## src/rtl/cavg_power_detect.sv

```systemverilog
// Instantaneous power (I^2+Q^2) of the averaged I/Q stream, with a qualified
// hysteresis threshold detector whose flags ride along with each power beat.
module cavg_power_detect #(
  parameter int DATA_WIDTH = 16,
  parameter int RUN_WIDTH  = 8
) (
  input  logic                           clk,
  input  logic                           reset,
  input  logic                           clear,
  input  logic [2*DATA_WIDTH-1:0]        thresh_on,
  input  logic [2*DATA_WIDTH-1:0]        thresh_off,
  input  logic [RUN_WIDTH-1:0]           min_run,
  input  logic                           in_tvalid,
  input  logic                           in_tlast,
  output logic                           in_tready,
  input  logic signed [DATA_WIDTH-1:0]   in_itdata,
  input  logic signed [DATA_WIDTH-1:0]   in_qtdata,
  output logic                           out_tvalid,
  output logic                           out_tlast,
  input  logic                           out_tready,
  output logic [2*DATA_WIDTH-1:0]        out_pwr,
  output logic                           out_det,
  output logic                           out_start
);

  localparam int PW = 2 * DATA_WIDTH;
  localparam int SW = PW - 1;  // a square of a signed value never needs the top bit

  typedef enum logic [1:0] {IDLE, QUALIFY, ACTIVE, RELEASE} state_t;

  logic                 en;
  logic [SW-1:0]        i_sq, q_sq;
  logic                 s1_valid, s1_last;
  logic [SW-1:0]        s1_isq, s1_qsq;
  logic [PW-1:0]        sum;
  state_t               state, state_nxt;
  logic [RUN_WIDTH-1:0] cnt, cnt_nxt, cnt_inc, run_n;
  logic                 det_nxt, start_nxt;

  // Whole pipeline freezes together while the output beat is stalled.
  assign en        = ~out_tvalid | out_tready;
  assign in_tready = en;

  assign i_sq = SW'(PW'(in_itdata) * PW'(in_itdata));
  assign q_sq = SW'(PW'(in_qtdata) * PW'(in_qtdata));
  assign sum  = {1'b0, s1_isq} + {1'b0, s1_qsq};

  assign run_n   = (min_run == '0) ? RUN_WIDTH'(1) : min_run;
  assign cnt_inc = (&cnt) ? cnt : cnt + RUN_WIDTH'(1);

  always_comb begin
    // NOTE: every always_comb output gets a default first so no path can infer a latch.
    state_nxt = state;
    cnt_nxt   = cnt;
    case (state)
      IDLE: begin
        if (sum >= thresh_on) begin
          cnt_nxt   = RUN_WIDTH'(1);
          state_nxt = (run_n == RUN_WIDTH'(1)) ? ACTIVE : QUALIFY;
        end
      end
      QUALIFY: begin
        if (sum >= thresh_on) begin
          cnt_nxt = cnt_inc;
          if (cnt_inc >= run_n) state_nxt = ACTIVE;
        end else begin
          cnt_nxt   = '0;
          state_nxt = IDLE;
        end
      end
      ACTIVE: begin
        if (sum < thresh_off) begin
          cnt_nxt   = RUN_WIDTH'(1);
          state_nxt = (run_n == RUN_WIDTH'(1)) ? IDLE : RELEASE;
        end
      end
      RELEASE: begin
        if (sum < thresh_off) begin
          cnt_nxt = cnt_inc;
          if (cnt_inc >= run_n) begin
            cnt_nxt   = '0;
            state_nxt = IDLE;
          end
        end else begin
          cnt_nxt   = '0;
          state_nxt = ACTIVE;
        end
      end
      default: begin
        cnt_nxt   = '0;
        state_nxt = IDLE;
      end
    endcase
    det_nxt   = (state_nxt == ACTIVE) || (state_nxt == RELEASE);
    start_nxt = det_nxt && ((state == IDLE) || (state == QUALIFY));
  end

  // NOTE: sequential state uses non-blocking assignments only, so every
  // register samples the pre-edge values of the others.
  always_ff @(posedge clk or posedge reset) begin
    if (reset) begin
      // NOTE: datapath registers are reset too, because out_pwr/out_tlast are
      // architecturally visible with defined reset values.
      s1_valid   <= 1'b0;
      s1_last    <= 1'b0;
      s1_isq     <= '0;
      s1_qsq     <= '0;
      out_tvalid <= 1'b0;
      out_tlast  <= 1'b0;
      out_pwr    <= '0;
      out_det    <= 1'b0;
      out_start  <= 1'b0;
      state      <= IDLE;
      cnt        <= '0;
    end else if (clear) begin
      s1_valid   <= 1'b0;
      s1_last    <= 1'b0;
      s1_isq     <= '0;
      s1_qsq     <= '0;
      out_tvalid <= 1'b0;
      out_tlast  <= 1'b0;
      out_pwr    <= '0;
      out_det    <= 1'b0;
      out_start  <= 1'b0;
      state      <= IDLE;
      cnt        <= '0;
    end else if (en) begin
      s1_valid <= in_tvalid;
      if (in_tvalid) begin
        s1_last <= in_tlast;
        s1_isq  <= i_sq;
        s1_qsq  <= q_sq;
      end
      out_tvalid <= s1_valid;
      // Detector advances exactly once per beat entering the output stage.
      if (s1_valid) begin
        out_tlast <= s1_last;
        out_pwr   <= sum;
        out_det   <= det_nxt;
        out_start <= start_nxt;
        state     <= state_nxt;
        cnt       <= cnt_nxt;
      end
    end
  end

endmodule

```

## config.mk

```make
export PLATFORM = sky130hd
export DESIGN_NAME = cavg_power_detect
export DESIGN_NICKNAME = d
export VERILOG_FILES = /design/src/rtl/cavg_power_detect.sv
export SDC_FILE = /design/constraint.sdc
export NUM_CORES = 2
export LEC_CHECK = 0
export BUFFER_PORTS_ARGS = -buffer_cell sky130_fd_sc_hd__buf_2
export CAP_MARGIN = 10
export CORE_ASPECT_RATIO = 0.5
export CORE_MARGIN = 5
export CORE_UTILIZATION = 55
export CTS_CLUSTER_DIAMETER = 150
export DETAILED_ROUTE_END_ITERATION = 7
export GPL_ROUTABILITY_DRIVEN = 0
export PLACE_DENSITY = 0.83
export SLEW_MARGIN = 10
export SYNTH_ARGS = -nofsm -noshare
export SYNTH_HDL_FRONTEND = slang
export SYNTH_SLANG_ARGS = --single-unit
```

## constraint.sdc

```tcl
create_clock -name clk -period 5.2 [get_ports clk]
set_clock_uncertainty 0.05 [all_clocks]
set_input_delay 0.26 -clock clk [delete_from_list [all_inputs] [get_ports clk]]
set_output_delay 0.26 -clock clk [all_outputs]
set_load 0.1 [all_outputs]
```

### Word level (Yosys, flattened, before mapping)

Index checks and enable logic that the tools add are counted.

* muxes and demuxes: 48
* multipliers: 2
* add/subtract/negate cells: 2
* bitwise logic cells: 2
* divide/modulo/power cells: 0
* reductions and logical operators: 12
* shift-type cells: 0
* magnitude comparators: 3
* eq/ne operators: 8

Operators by type and width (number)
* $mux 31: 6
* $mux 32: 3
* $mux 8: 10
* $mul 16x16->31: 2
* $add 31x31->32: 1
* $ge 32x32->1: 1
* $lt 32x32->1: 1
* $pmux 8 s4: 1
* $mux 2: 11
* $mux 1: 16
* $add 8x1->8 const B: 1
* $eq 2x2->1 const B: 4
* $eq 8x1->1 const B: 1
* $ge 8x8->1: 1
* $logic_not 8->1: 1
* $pmux 2 s4: 1
* $reduce_and 8->1: 1
* $ne 3x3->1 const B: 2
* $reduce_bool 2->1: 3
* $reduce_and 2->1: 2
* $reduce_and 4->1: 1
* $eq 2x1->1 const B: 1
* $logic_not 2->1: 1
* $logic_or 1x1->1: 2
* other kinds (3): 3

* output and inout bits: 37
* memory bits (read-only): 0
* bits in latches: 0
* memories: 0
* bits of input ports: 110
* bits in registers: 110
* bits in writable memories: 0

### Depth between registers and ports, before layout

* depth after elaboration: 12
* mapped depth: 25
* mapped depth without buffers: 24

### Worst setup path before layout

OpenSTA, ideal clock, no wires.

* path kind: input to register
* from: input in_itdata[12]
* to: register s1_isq[30]
* data arrival time: 5.898 ns
* stages: 22
* setup time: 0.129 ns
* path buffers: 1
* setup slack: -0.878 ns
* path through: clkbuf_1 clkinv_1 nor2_1 ha_1 xor2_1 fa_1 fa_1 inv_1 fa_1 fa_1 inv_1 fa_1 inv_1 ha_1 and3_1 and2_1 a31oi_1 o31a_1 or4_4 a311oi_2 xnor2_1 o21ai_1

* word-level cells in the longest chain between the ends: 4

Ends and longest elaborated chain
* start, declared: RTL line 16 `input logic signed [DATA_WIDTH-1:0] in_itdata,`
* $mul 16x16->31: RTL line 44 `assign i_sq = SW'(PW'(in_itdata) * PW'(in_itdata));`
* $mux 31: RTL line 129 `if (in_tvalid) begin`
* $mux 31: RTL line 127 `end else if (en) begin`
* $mux 31: RTL line 115 `end else if (clear) begin`
* end signal, assigned: RTL line 131 `s1_isq <= i_sq;`
* end, declared: RTL line 34 `logic [SW-1:0] s1_isq, s1_qsq;`

No other way between the ends. The select of a mux whose other input is x is not followed.
A chain may end at the register's enable or synchronous reset.

### Worst setup path in the final report

* from: input in_itdata[1]
* to: register s1_isq[30]

The elaborated chain is that of the path after synthesis.

==> summary.md <==
| Metric | Value |
|---|---|
| HPWL Detailed | 57.10 mm |
| Seq cells post-synth | 108 |
| Sequential share of the synthesized area | 10.95% |
| WHS | -2.150 ps |
| Max cap viols | 0 |
| Largest net degree at the start of global routing | 64 |
| Syn. warnings | 0 |
| Minimum clock period | 6137 ps |
| Nets | 4120 |
| Ys flop type | dfrtp_1 |
| IO buf count | 146 |
| CP Cell Sequence | buf_6, buf_4, nand2_1, fa_1, fa_1, fa_1, fa_1, inv_1, fa_1, inv_1, fa_1, inv_1, ha_4, a21o_1, a21oi_1, o21ai_2, a31oi_4, o31a_1, or4_4, a311oi_4, xnor2_1, o21ai_1 |
| Grt ovf | 0 |
| Drc violations | 2 |
| Die ar. | 0.04945 mm^2 |
| Cell mode on critical path | fa_1 |
| Drt first pass iters | 8 |
| Mapped Area | 0.02467 mm^2 |
| Worst-path clk slew | 80 ps |
| Clock Sinks | 108 |
| H-tree depth | 3 |
| Die X | 309.5 um |
| CP max FO | 6 |
| Core Area | 0.04398 mm^2 |
| Layout cells sized above 1 | 27.81% |
| Worst Max-Slew Pin Slew | 914.9 ps |
| Period utilization | 118.0% |
| Area Overhead vs Synth | 27.71% |
| Final setup fails | 36 |
| Critical path capture point type | flop |
| Final worst slack | -937.2 ps |
| Setup crit start kind | input pin |
| Slew Viols, Final | 0 |
| Flop2flop setup slack | 80 ps |
| Vias in the first global route | 24734 |
| Core Rows | 54 |
| Die Span Y | 159.8 um |
| Critical path's largest stage delay | 640 ps |
| First-pass GRT wire length | 124.2 mm |
| Failing checks | design-rule violations, negative hold slack, negative setup slack |
| # hold bufs at CTS | 0 |
| Total GRT Usage | 31.18% |
| Syn Area/Cell | 8.952 um^2 |
| Min-delay worst type | in -> async |
| WP buf/inv | 5 |
| EDFF count, synth | 0 |
| FMAX | 0.1629 GHz |
| Starting Density | 56.09% |
| Antenna violations before repair | 3 |
| Critical path arrival | 6320 ps |
| RSZ-0062 raised after global routing | true |
| FFs w/ async S/R, synth | 100.0% |
| CP max-delay cell | fa_1 |
| Required time worst endpoint | 5380 ps |
| Net Count, Synth | 3597 |
| 1st-iter DRT viols | 3184 |
| WL/cell | 23.87 um |
| Status | finished with violations |
| Skew-Pair Late Insertion Delay | 370 ps |
| Worst R2R Path Depth | 18 |
| Cell count after synthesis | 2756 |
| Setup WS pre-CTS | -1007 ps |
| Final hold vios | 7 |
| CTS buffer count | 9 |
| Vias | 24090 |
| CTS max path bufs | 2 |
| Antenna Nets Post-Route | 0 |
| Cell variety after synth | 71 |
| Vias per inst | 6.222 |
| Setup Crit Path Kind | in -> reg |
| Commonest non-fill, non-tap cell in the layout | inv_1 |
| Commonest cells after routing, fill and taps aside | inv_1 (666), fa_1 (428), buf_4 (380) |
| RR Startpoint | s1_isq[3]$_DFFE_PP0P_ |
| R2R Path End | out_start$_DFFE_PP0P_ |
| CP delay by family, top | adder cells |
| Slew Limit Headroom | 39.01% |
| CTS tree | done |
| Final wirelength | 92.41 mm |
| Ports | 147 |
| CTS Root Cell | clkbuf_16 |
synthesized netlist by cell type (20+ instances only):
cell	n	area, um^2
clkbuf_1	69	259.0
a21o_1	55	412.9
nor2_1	139	521.8
a22o_1	29	254.0
xor2_1	36	315.3
dfrtp_1	108	2703
fa_1	458	9169
xnor2_1	75	656.9
nor3_1	27	135.1
a21oi_1	100	500.5
ha_1	273	3416
nand2_1	271	1017
o21ai_1	20	100.1
and2_1	61	381.6
o21ai_0	64	320.3
nand3_1	20	100.1
inv_1	725	2721
state kept, by name, summed over array words and instances, names as in the netlist:
signal	count
out_pwr	32
cnt	8
s1_isq	30
state	2
s1_valid	1
out_tlast	1
out_start	1
s1_qsq	30
out_tvalid	1
out_det	1
s1_last	1
worst reg2reg max path, stage by stage, from the launching register on:
cell and delay, ps:
dfrtp_1 450, ha_1 350, a21oi_1 130, o21ba_2 240, a21boi_1 340, o21ai_0 200
a21oi_1 380, a31oi_1 260, o21bai_1 250, xor2_1 480, ha_1 240, nand3_1 100
or3_1 390, nor2_1 170, and4b_1 240, a221oi_2 60, buf_4 190, or3_1 370
a21oi_1 160
logic make-up after synthesis:
family                     Yosys count  synth area share [%]
muxes                                7                0.3093
adders and majority gates          731                 51.01
AOI/OAI and AO/OA                  379                 10.19
and+or+nand+nor                    616                 11.36
xor gates and xnor gates           111                 3.940
buffers and inverters              804                 12.23
DFF                                108                 10.95
worst max path at each step:
stage                  start                      to  slack [ps]  cells past startpoint
3_5_place_dp    in_itdata[2]  s1_isq[30]$_DFFE_PP0P_       -1010                     23
6_report        in_itdata[1]  s1_isq[30]$_DFFE_PP0P_        -940                     22
4_1_cts         in_itdata[7]  s1_isq[30]$_DFFE_PP0P_        -470                     22
2_1_floorplan   in_itdata[5]  s1_isq[30]$_DFFE_PP0P_        -620                     22
5_1_grt        in_itdata[11]  s1_isq[30]$_DFFE_PP0P_       -1010                     21
3_3_place_gp   in_itdata[15]  s1_isq[29]$_DFFE_PP0P_        -870                     22
stage by stage:
| stage | hold slack, ps | area (um^2) | setup TNS [ps] | utilization [%] | std cells |
|---|---|---|---|---|---|
| 3_3_place_gp | 407.4 | 29240 | -19300 | 66.48 | 3786 |
| 4_1_cts | 29.18 | 30660 | -4490 | 69.71 | 3849 |
| 5_1_grt | 73.15 | 31510 | -22730 | 71.63 | 3871 |
| 2_1_floorplan | 349.9 | 25490 | -4490 | - | 2756 |
| 3_5_place_dp | 417.6 | 29240 | -24280 | 66.48 | 3786 |
| 6_report | -2.150 | 31510 | -20170 | 71.64 | 3872 |
final cells by class:
type,count,area [um^2]
Tap cell,588,735.7
Antenna cell,1,2.502
Inverter,730,2793
Clock buffer,9,225.2
Fill cell,2557,12470
Timing Repair Buffer,586,4597
Clock inverter,6,71.32
Sequential cell,108,2703
Multi-Input combinational cell,1844,20380
layer usage:
metal | global-route usage, % | share of wire [%] | up-vias | wire length (um)
met5 | 0 | 0.051 | - | 47
li1 | - | - | 9502 | -
met3 | 7.081 | 12 | 955 | 11540
met4 | 14.95 | 10 | 6 | 9345
met2 | 53.67 | 45 | 2160 | 41670
met1 | 37.28 | 32 | 11467 | 29800
what timing repair did:
item / CTS / global route
cloned: 0 / 0
setup buffers: 48 / 23
endpoints found under the setup margin: 31 / 46
hold endpoints to repair: 0 / 0
resized for setup: 210 / 163
pin swaps: 95 / 99
Power is not shown: default switching activity piles up to over one toggle a cycle in this logic, so the estimate is an artifact.
